<file path="config.mk">
export PLATFORM = sky130hd
export DESIGN_NAME = fetch_unit
export DESIGN_NICKNAME = d
export VERILOG_FILES = /design/src/rtl/fetch_unit.sv
export SDC_FILE = /design/constraint.sdc
export NUM_CORES = 1
export LEC_CHECK = 0
export ABC_AREA = 1
export CAP_MARGIN = 20
export CORE_MARGIN = 2
export CORE_UTILIZATION = 45
export DETAILED_ROUTE_END_ITERATION = 8
export PLACE_DENSITY = 0.82
export SKIP_LAST_GASP = 1
export SYNTH_ARGS = -nofsm -noshare
export SYNTH_HDL_FRONTEND = slang
export SYNTH_SLANG_ARGS = --single-unit
export TNS_END_PERCENT = 100
</file>
<file path="constraint.sdc">
create_clock -name clk_i -period 4.4 [get_ports clk_i]
set_input_delay 0.44 -clock clk_i [delete_from_list [all_inputs] [get_ports clk_i]]
set_output_delay 0.44 -clock clk_i [all_outputs]
set_load 0.02 [all_outputs]
</file>
<file path="src/rtl/fetch_unit.sv">
// Instruction fetch stage: owns the PC, issues in-order word requests to imem,
// buffers returned words and presents the head instruction to decode.
module fetch_unit #(
    parameter logic [31:0] RESET_PC   = 32'h0000_0000,
    parameter int unsigned FIFO_DEPTH = 2
) (
    input  logic        clk_i,
    input  logic        rst_i,
    input  logic        incr_pc_i,
    input  logic        redirect_i,
    input  logic [31:0] redirect_pc_i,
    output logic        imem_req_o,
    output logic [31:0] imem_addr_o,
    input  logic        imem_gnt_i,
    input  logic        imem_rvalid_i,
    input  logic [31:0] imem_rdata_i,
    output logic [31:0] d_inst_o,
    output logic        d_inst_valid_o,
    output logic [31:0] d_pc_o
);

    localparam int unsigned CW = $clog2(FIFO_DEPTH + 1);
    localparam int unsigned PW = (FIFO_DEPTH > 1) ? $clog2(FIFO_DEPTH) : 1;
    localparam logic [31:0]   NOP      = 32'h0000_0013;
    localparam logic [CW-1:0] DEPTH_C  = CW'(FIFO_DEPTH);
    localparam logic [PW-1:0] LAST_IDX = PW'(FIFO_DEPTH - 1);

    logic [31:0]   pc_q;
    logic [31:0]   head_pc_q;
    logic [CW-1:0] cnt_q;
    logic [CW-1:0] os_q;
    logic [CW-1:0] discard_q;
    logic [PW-1:0] rd_ptr_q;
    logic [PW-1:0] wr_ptr_q;
    logic [31:0]   buf_q [FIFO_DEPTH];

    logic [CW:0]   credit_sum;
    logic          fire;
    logic          rv_eff;
    logic          drop;
    logic          push;
    logic          pop;
    logic [CW-1:0] os_nxt;
    logic [CW-1:0] cnt_nxt;
    logic [31:0]   redirect_target;
    logic          unused_rpc_bits;

    function automatic logic [PW-1:0] ptr_inc(input logic [PW-1:0] p);
        return (p == LAST_IDX) ? '0 : p + PW'(1);
    endfunction

    assign redirect_target = {redirect_pc_i[31:2], 2'b00};
    assign unused_rpc_bits = ^redirect_pc_i[1:0];

    // Every outstanding request owns a FIFO slot, so a response can always be pushed.
    assign credit_sum = {1'b0, os_q} + {1'b0, cnt_q};
    assign imem_req_o = !rst_i && !redirect_i && (credit_sum < {1'b0, DEPTH_C});
    assign imem_addr_o = pc_q;

    assign fire   = imem_req_o && imem_gnt_i;
    assign rv_eff = imem_rvalid_i && (os_q != '0);
    assign drop   = rv_eff && (discard_q != '0);
    assign push   = rv_eff && !drop;
    assign pop    = incr_pc_i && (cnt_q != '0);

    always_comb begin
        os_nxt = os_q;
        if (fire) begin
            os_nxt = os_nxt + CW'(1);
        end
        if (rv_eff) begin
            os_nxt = os_nxt - CW'(1);
        end
    end

    always_comb begin
        cnt_nxt = cnt_q;
        if (push && !pop) begin
            cnt_nxt = cnt_q + CW'(1);
        end else if (pop && !push) begin
            cnt_nxt = cnt_q - CW'(1);
        end
    end

    always_ff @(posedge clk_i) begin
        if (rst_i) begin
            pc_q      <= RESET_PC;
            head_pc_q <= RESET_PC;
            cnt_q     <= '0;
            os_q      <= '0;
            discard_q <= '0;
            rd_ptr_q  <= '0;
            wr_ptr_q  <= '0;
        end else begin
            os_q <= os_nxt;
            if (redirect_i) begin
                pc_q      <= redirect_target;
                head_pc_q <= redirect_target;
                cnt_q     <= '0;
                rd_ptr_q  <= '0;
                wr_ptr_q  <= '0;
                // No grant during a redirect, so everything still in flight is stale.
                discard_q <= os_nxt;
            end else begin
                if (fire) begin
                    pc_q <= pc_q + 32'd4;
                end
                if (drop) begin
                    discard_q <= discard_q - CW'(1);
                end
                if (push) begin
                    wr_ptr_q <= ptr_inc(wr_ptr_q);
                end
                if (pop) begin
                    rd_ptr_q  <= ptr_inc(rd_ptr_q);
                    head_pc_q <= head_pc_q + 32'd4;
                end
                cnt_q <= cnt_nxt;
            end
        end
    end

    always_ff @(posedge clk_i) begin
        if (!rst_i && !redirect_i && push) begin
            buf_q[wr_ptr_q] <= imem_rdata_i;
        end
    end

    assign d_inst_valid_o = (cnt_q != '0);
    assign d_inst_o       = d_inst_valid_o ? buf_q[rd_ptr_q] : NOP;
    assign d_pc_o         = head_pc_q;

endmodule
</file>
==> impl_metrics.toml, run 1 <==
[status]
status = "complete, no violations"

[power]
p_per_area_nw_per_um2 = 365
power.switching_mw = 0.948
power_leakage_nw = 3.41
p_comb_share_pct = 16.9
seqPwrFrac_pct = 41.9
swShare_pct = 28.1
power.share.clock_pct = 41.1
intPower_mw = 2.43
total_power_mw = 3.38
peakVddDrop_mv = 0.292

[worst_setup_path]
path_buf_inv = 3
worstPathMaxFanout = 33
crit_type = "register to output port"
r2r_cells = 9
reg2reg_from = "cnt_q[1]"
slowest_stage = "inv_1"
slowest_delay_ps = 750
path_depth = 5
crit_family = "buffers and inverters"
ff2ff_setup_slack_ps = 1960
cp.required_ps = 3960
rr_endpoint = "d_pc_o[26]"
cp_cell_sequence = "buf_4, inv_1, nand2_1, a21oi_1, clkdlybuf4s50_1"
end_kind = "output port"
arrival_ps = 2710
cp-start-kind = "register"

[worst_hold_path]
hold_path.class = "primary input to register"
whs_endpoint = "cnt_q[0]"
hold_start = "rst_i"
whs_path_depth = 4

[global_route]
antenna_found_initial = 0
grt_pass1_wl_um = 32500
grt_use_total_pct = 25.6
grt_max_degree = 49
grt_pass1_vias = 6506
grt_overflow = 0

[place]
place.gp.congestion = 0.948
hpwl_um = 15200
io_buffers = 161

[layout]
final_util_pct = 61.2
fin_nets = 1178
final_cell_mix = "nand2_1 (317), clkdlybuf4s50_1 (160), nor2_1 (114)"
diodes = 0
drive_gt1_share_pct = 5.29
area_growth_pct = 33.3
final_common_cell = "nand2_1"

[drt]
dr.pass1.iters = 5
via_per_inst = 5.29
vias = 6890
remaining_drc_errors = 0
totalWireLength_um = 21000
ant_nets = 0
wl_per_cell_um = 16.1
first_iter_violations = 475

[sta]
finalHoldViolations = 0
max_freq_ghz = 0.317
rsz0062_at_grt = "false"
fin_hold_ws_ps = 400
period_minus_slack_ps = 3150
slew_headroom_pct = 30.6
maxSlewViolCount = 0
tns_ps = 0
setup_viol = 0
tightestPinTransition_ps = 1040
skew_ps = 7.12
finalCritPeriodShare_pct = 71.6

[yosys]
ys_types = 36
synthesis.instances = 947
synth.avg_cell_area_sq_um = 7.34
yosysWarnings = 0
ys_seq_area_share_pct = 47.5
syn_area_sq_um = 6950
synth_seq_cells = 133

[floorplan]
coreArea_sq_um = 15100
num_rows = 45
io_pins = 168
start_util_pct = 45.9
die_w_um = 128
die_area_sq_um = 16500
die_height_um = 128

[clocking]
ctsResizeCount = 0
clkTransAtPathRegs_ps = 60
cts-htree-levels = 4
cts_tree = "done"
cts_root_buf = "clkbuf_16"
numClockSinks = 133
numCtsBuffers = 17
clk_path_buf_depth = 2
clock_latency_ps = 420
ctsHoldBuffers = 0
post_cts_buffers = 0

[run]
max-cap-violations = 0
==> worst register-to-register path: stages (launching register included) <==
cell	delay (ps)
dfxtp_1	360
nor2_4	590
inv_2	180
nand2_4	160
inv_2	150
nor2_4	280
inv_2	250
o21ai_0	220
inv_1	50
a21oi_1	130
==> synth_stat cells (all sizes together) <==
library cell,count,area (sq um)
nand2,320,1220
nor2,123,502
a21oi,93,465
inv,81,307
dfxtp,69,1380
edfxtp,64,1920
nand3,57,303
o21ai,50,250
buf,18,105
clkbuf,15,56.3
a31oi,11,68.8
xor2,9,78.8
o211ai,8,60.1
nand4,7,43.8
ha,5,62.6
nor3,5,25.0
xnor2,3,26.3
nand3b,2,15.0
o22ai,2,12.5
conb,1,3.75
fa,1,20.0
o21bai,1,7.51
o32ai,1,8.76
or2,1,6.26
==> power groups by stage <==
stage / Combinational, mW / Sequential [mW] / Clock, mW
after detailed placement: 0.570 / 1.44 / 0
after floorplan: 0.278 / 1.46 / 0
final: 0.573 / 1.42 / 1.39
after global placement: 0.555 / 1.44 / 0
after CTS: 0.574 / 1.41 / 1.41
after global routing: 0.624 / 1.42 / 1.47
==> worst max-delay path by stage <==
stage	start	to	slack [ps]
2_1_floorplan	os_q[0]	buf_q[1][0]	670
3_3_place_gp	redirect_i	imem_addr_o[15]	1640
3_5_place_dp	redirect_i	imem_addr_o[13]	1590
4_1_cts	register	d_inst_o[9]	1240
5_1_grt	register	d_inst_o[9]	1070
6_report	register	d_inst_o[2]	1250
==> kinds of logic (layout without fill, tap and decap cells) <==
| family | Yosys count | after routing | share of synthesized area, % |
|---|---|---|---|
| DFF | 133 | 133 | 47.5 |
| buffers and inverters | 114 | 279 | 6.73 |
| and+or+nand+nor | 515 | 515 | 30.4 |
| adders and majority gates | 6 | 6 | 1.19 |
| xor gates and xnor gates | 12 | 12 | 1.51 |
| AOI/OAI and AO/OA | 166 | 166 | 12.6 |
| other | 1 | 4 | 0.0540 |
==> state kept, by name, summed over array words and instances, names as in the netlist, named ones only <==
signal       cells
imem_addr_o     30
buf_q           64
os_q             2
cnt_q            2
rd_ptr_q         1
d_pc_o          30
wr_ptr_q         1
discard_q        2
==> area by class of cell <==
type                    instances  area (sq um)
clock buffers                  17           425
multi-input cells             703          3200
flip-flops and latches        133          3300
fillers                      1347          5880
inverters                      81           307
repair buffers                166          1640
well taps                     188           235
clock inverters                15           155
==> per-stage QoR <==
step                      setup slack, ps  cells  area (sq um)
after global placement               1640   1271          8690
after detailed placement             1590   1271          8690
after floorplan                       668    950          6960
after global routing                 1070   1303          9270
final                                1250   1303          9270
after CTS                            1240   1303          9270
==> layer usage <==
metal,part of all wire [%],up-vias,GRT usage [%]
met1,40,3118,31.9
met3,9.7,40,5.59
li1,-,3413,-
met5,0,-,0
met2,47,319,43.6
met4,2.7,0,9.44
Note: power is estimated with default switching activity, not from simulation.
==> inputs of run 2 (changes only) <==
- PLACE_DENSITY: 0.82 -> 0.85
- clock period: 4.4 -> 2.75 ns (I/O delays scaled with it)
==> run 2 against run 1 <==
  * Power grew 61%
  * First-iteration DRC count rose by 25%
  * Combinational power is 63% higher
  * Register-to-register slack worse by 1500 ps
  * Hold slack got worse by 170 ps
  * Clock skew hardly changed
  * Critical path depth did not move
  * Final cell count rose by 0.38%
  * Final area increased by 0.74%
  * Critical path type unchanged
  * Critical endpoint is now imem_req_o
  * Largest cell class unchanged
  * Highest routed layer unchanged
==> impl_metrics.toml, run 2 (synthesis results as in run 1) <==
[layout]
instances_no_fill = 1308
drive_gt1_share_pct = 5.71
largest_reg_flops = 64
final_common_cell = "nand2_1"
nFillCells = 1301
regMostFlops = "buf_q"
fin_nets = 1183
area_growth_pct = 34.3
fin_area_sq_um = 9340
final_cell_mix = "nand2_1 (317), clkdlybuf4s50_1 (160), nor2_1 (114)"
diodes = 0
final_util_pct = 61.6

[floorplan]
io_pins = 168
coreArea_sq_um = 15100
num_rows = 45
die_w_um = 128
start_util_pct = 45.9
die_height_um = 128
die_area_sq_um = 16500

[drt]
remaining_drc_errors = 0
dr.pass1.iters = 5
wl_per_cell_um = 16.2
totalWireLength_um = 21200
vias = 7060
ant_nets = 0
via_per_inst = 5.40
first_iter_violations = 592

[worst_setup_path]
worstPathMaxFanout = 3
arrival_ps = 2250
rr_endpoint = "discard_q[1]"
end_kind = "output port"
ff2ff_setup_slack_ps = 430
crit_type = "register to output port"
r2r_cells = 12
reg2reg_from = "cnt_q[0]"
cp.required_ps = 2480
cp-start-kind = "register"

[worst_hold_path]
hold_start = "rst_i"
whs_path_depth = 4
whs_endpoint = "cnt_q[1]"
hold_path.class = "primary input to register"

[sta]
maxSlewViolCount = 0
setup_viol = 0
finalCritPeriodShare_pct = 91.8
skew_ps = 7.34
rsz0062_at_grt = "false"
period_minus_slack_ps = 2520
finalHoldViolations = 0
slew_headroom_pct = 30.3
max_freq_ghz = 0.396
tightestPinTransition_ps = 1040
tns_ps = 0

[clocking]
clk_path_buf_depth = 2
cts_tree = "done"
cts-htree-levels = 4
clkTransAtPathRegs_ps = 60
cts_root_buf = "clkbuf_16"
ctsHoldBuffers = 0
post_cts_buffers = 0
clock_latency_ps = 430
numCtsBuffers = 17
ctsResizeCount = 0
numClockSinks = 133

[global_route]
grt_pass1_wl_um = 32500
grt_pass1_vias = 6360
grt_max_degree = 49
grt_overflow = 0
grt_use_total_pct = 25.6
antenna_found_initial = 0

[power]
p_per_area_nw_per_um2 = 582
total_power_mw = 5.43
power_leakage_nw = 3.42
peakVddDrop_mv = 0.448

[place]
place_area_sq_um = 8750
dp.cells = 1276
place.gp.congestion = 0.937
hpwl_um = 15400
io_buffers = 161

[run]
max-cap-violations = 0

[status]
status = "complete, no violations"
## run 2: cell count changes in the layout (fill, tap and decap cells not counted)
cell        previous run  this run
nor3_2                 1         0
buf_12                 0         2
clkinvlp_4             2         8
clkinv_4               4         1
clkinv_2               3         1
buf_4                  5         8
inv_6                  3         2
nor3_4                 0         1
## run 2: layout make-up
cell class | count | area (sq um) | share of cell area [%]
Sequential cell | 133 | 3300 | 35.4
Multi-Input combinational cell | 703 | 3200 | 34.3
Timing Repair Buffer | 171 | 1710 | 18.3
Clock buffer | 17 | 425 | 4.56
Inverter | 81 | 307 | 3.28
Tap cell | 188 | 235 | 2.52
Clock inverter | 15 | 155 | 1.66
## run 2: routing by layer
| layer | up-vias | GRT usage [%] | routed length, um |
|---|---|---|---|
| li1 | 3423 | - | - |
| met1 | 3244 | 31.4 | 8460 |
| met2 | 349 | 43.5 | 10100 |
| met3 | 44 | 5.84 | 2130 |
| met4 | 0 | 10.4 | 572 |
| met5 | - | 0 | 0 |
## run 2: power breakdown
part	switching (mW)	leakage, nW	internal, mW
Combinational	0.538	2.02	0.395
Clock	0.897	0.258	1.33
Sequential	0.105	1.14	2.16
## run 2: per-stage QoR
stage / hold slack [ps] / worst slack (ps)
floorplan: 374 / 1.44
global placement: 435 / 436
detailed placement: 445 / 390
CTS: 220 / 201
global route: 239 / 107
finish: 230 / 225
## run 2: worst max-delay path, cell delays in order (launching register included)
cell	delay (ps)
dfxtp_1	390
nand2_1	70
inv_1	70
fa_1	420
nor3_1	210
clkdlybuf4s50_1	670
## run 2: how the worst max path moves through the flow
stage,from,end,slack (ps),depth (start not counted)
global route,cnt_q[0],imem_req_o,110,5
detailed placement,redirect_i,d_pc_o[23],390,5
global placement,redirect_i,d_pc_o[20],440,7
CTS,cnt_q[0],imem_req_o,200,5
floorplan,os_q[0],buf_q[1][0],1,7
finish,cnt_q[0],imem_req_o,230,5
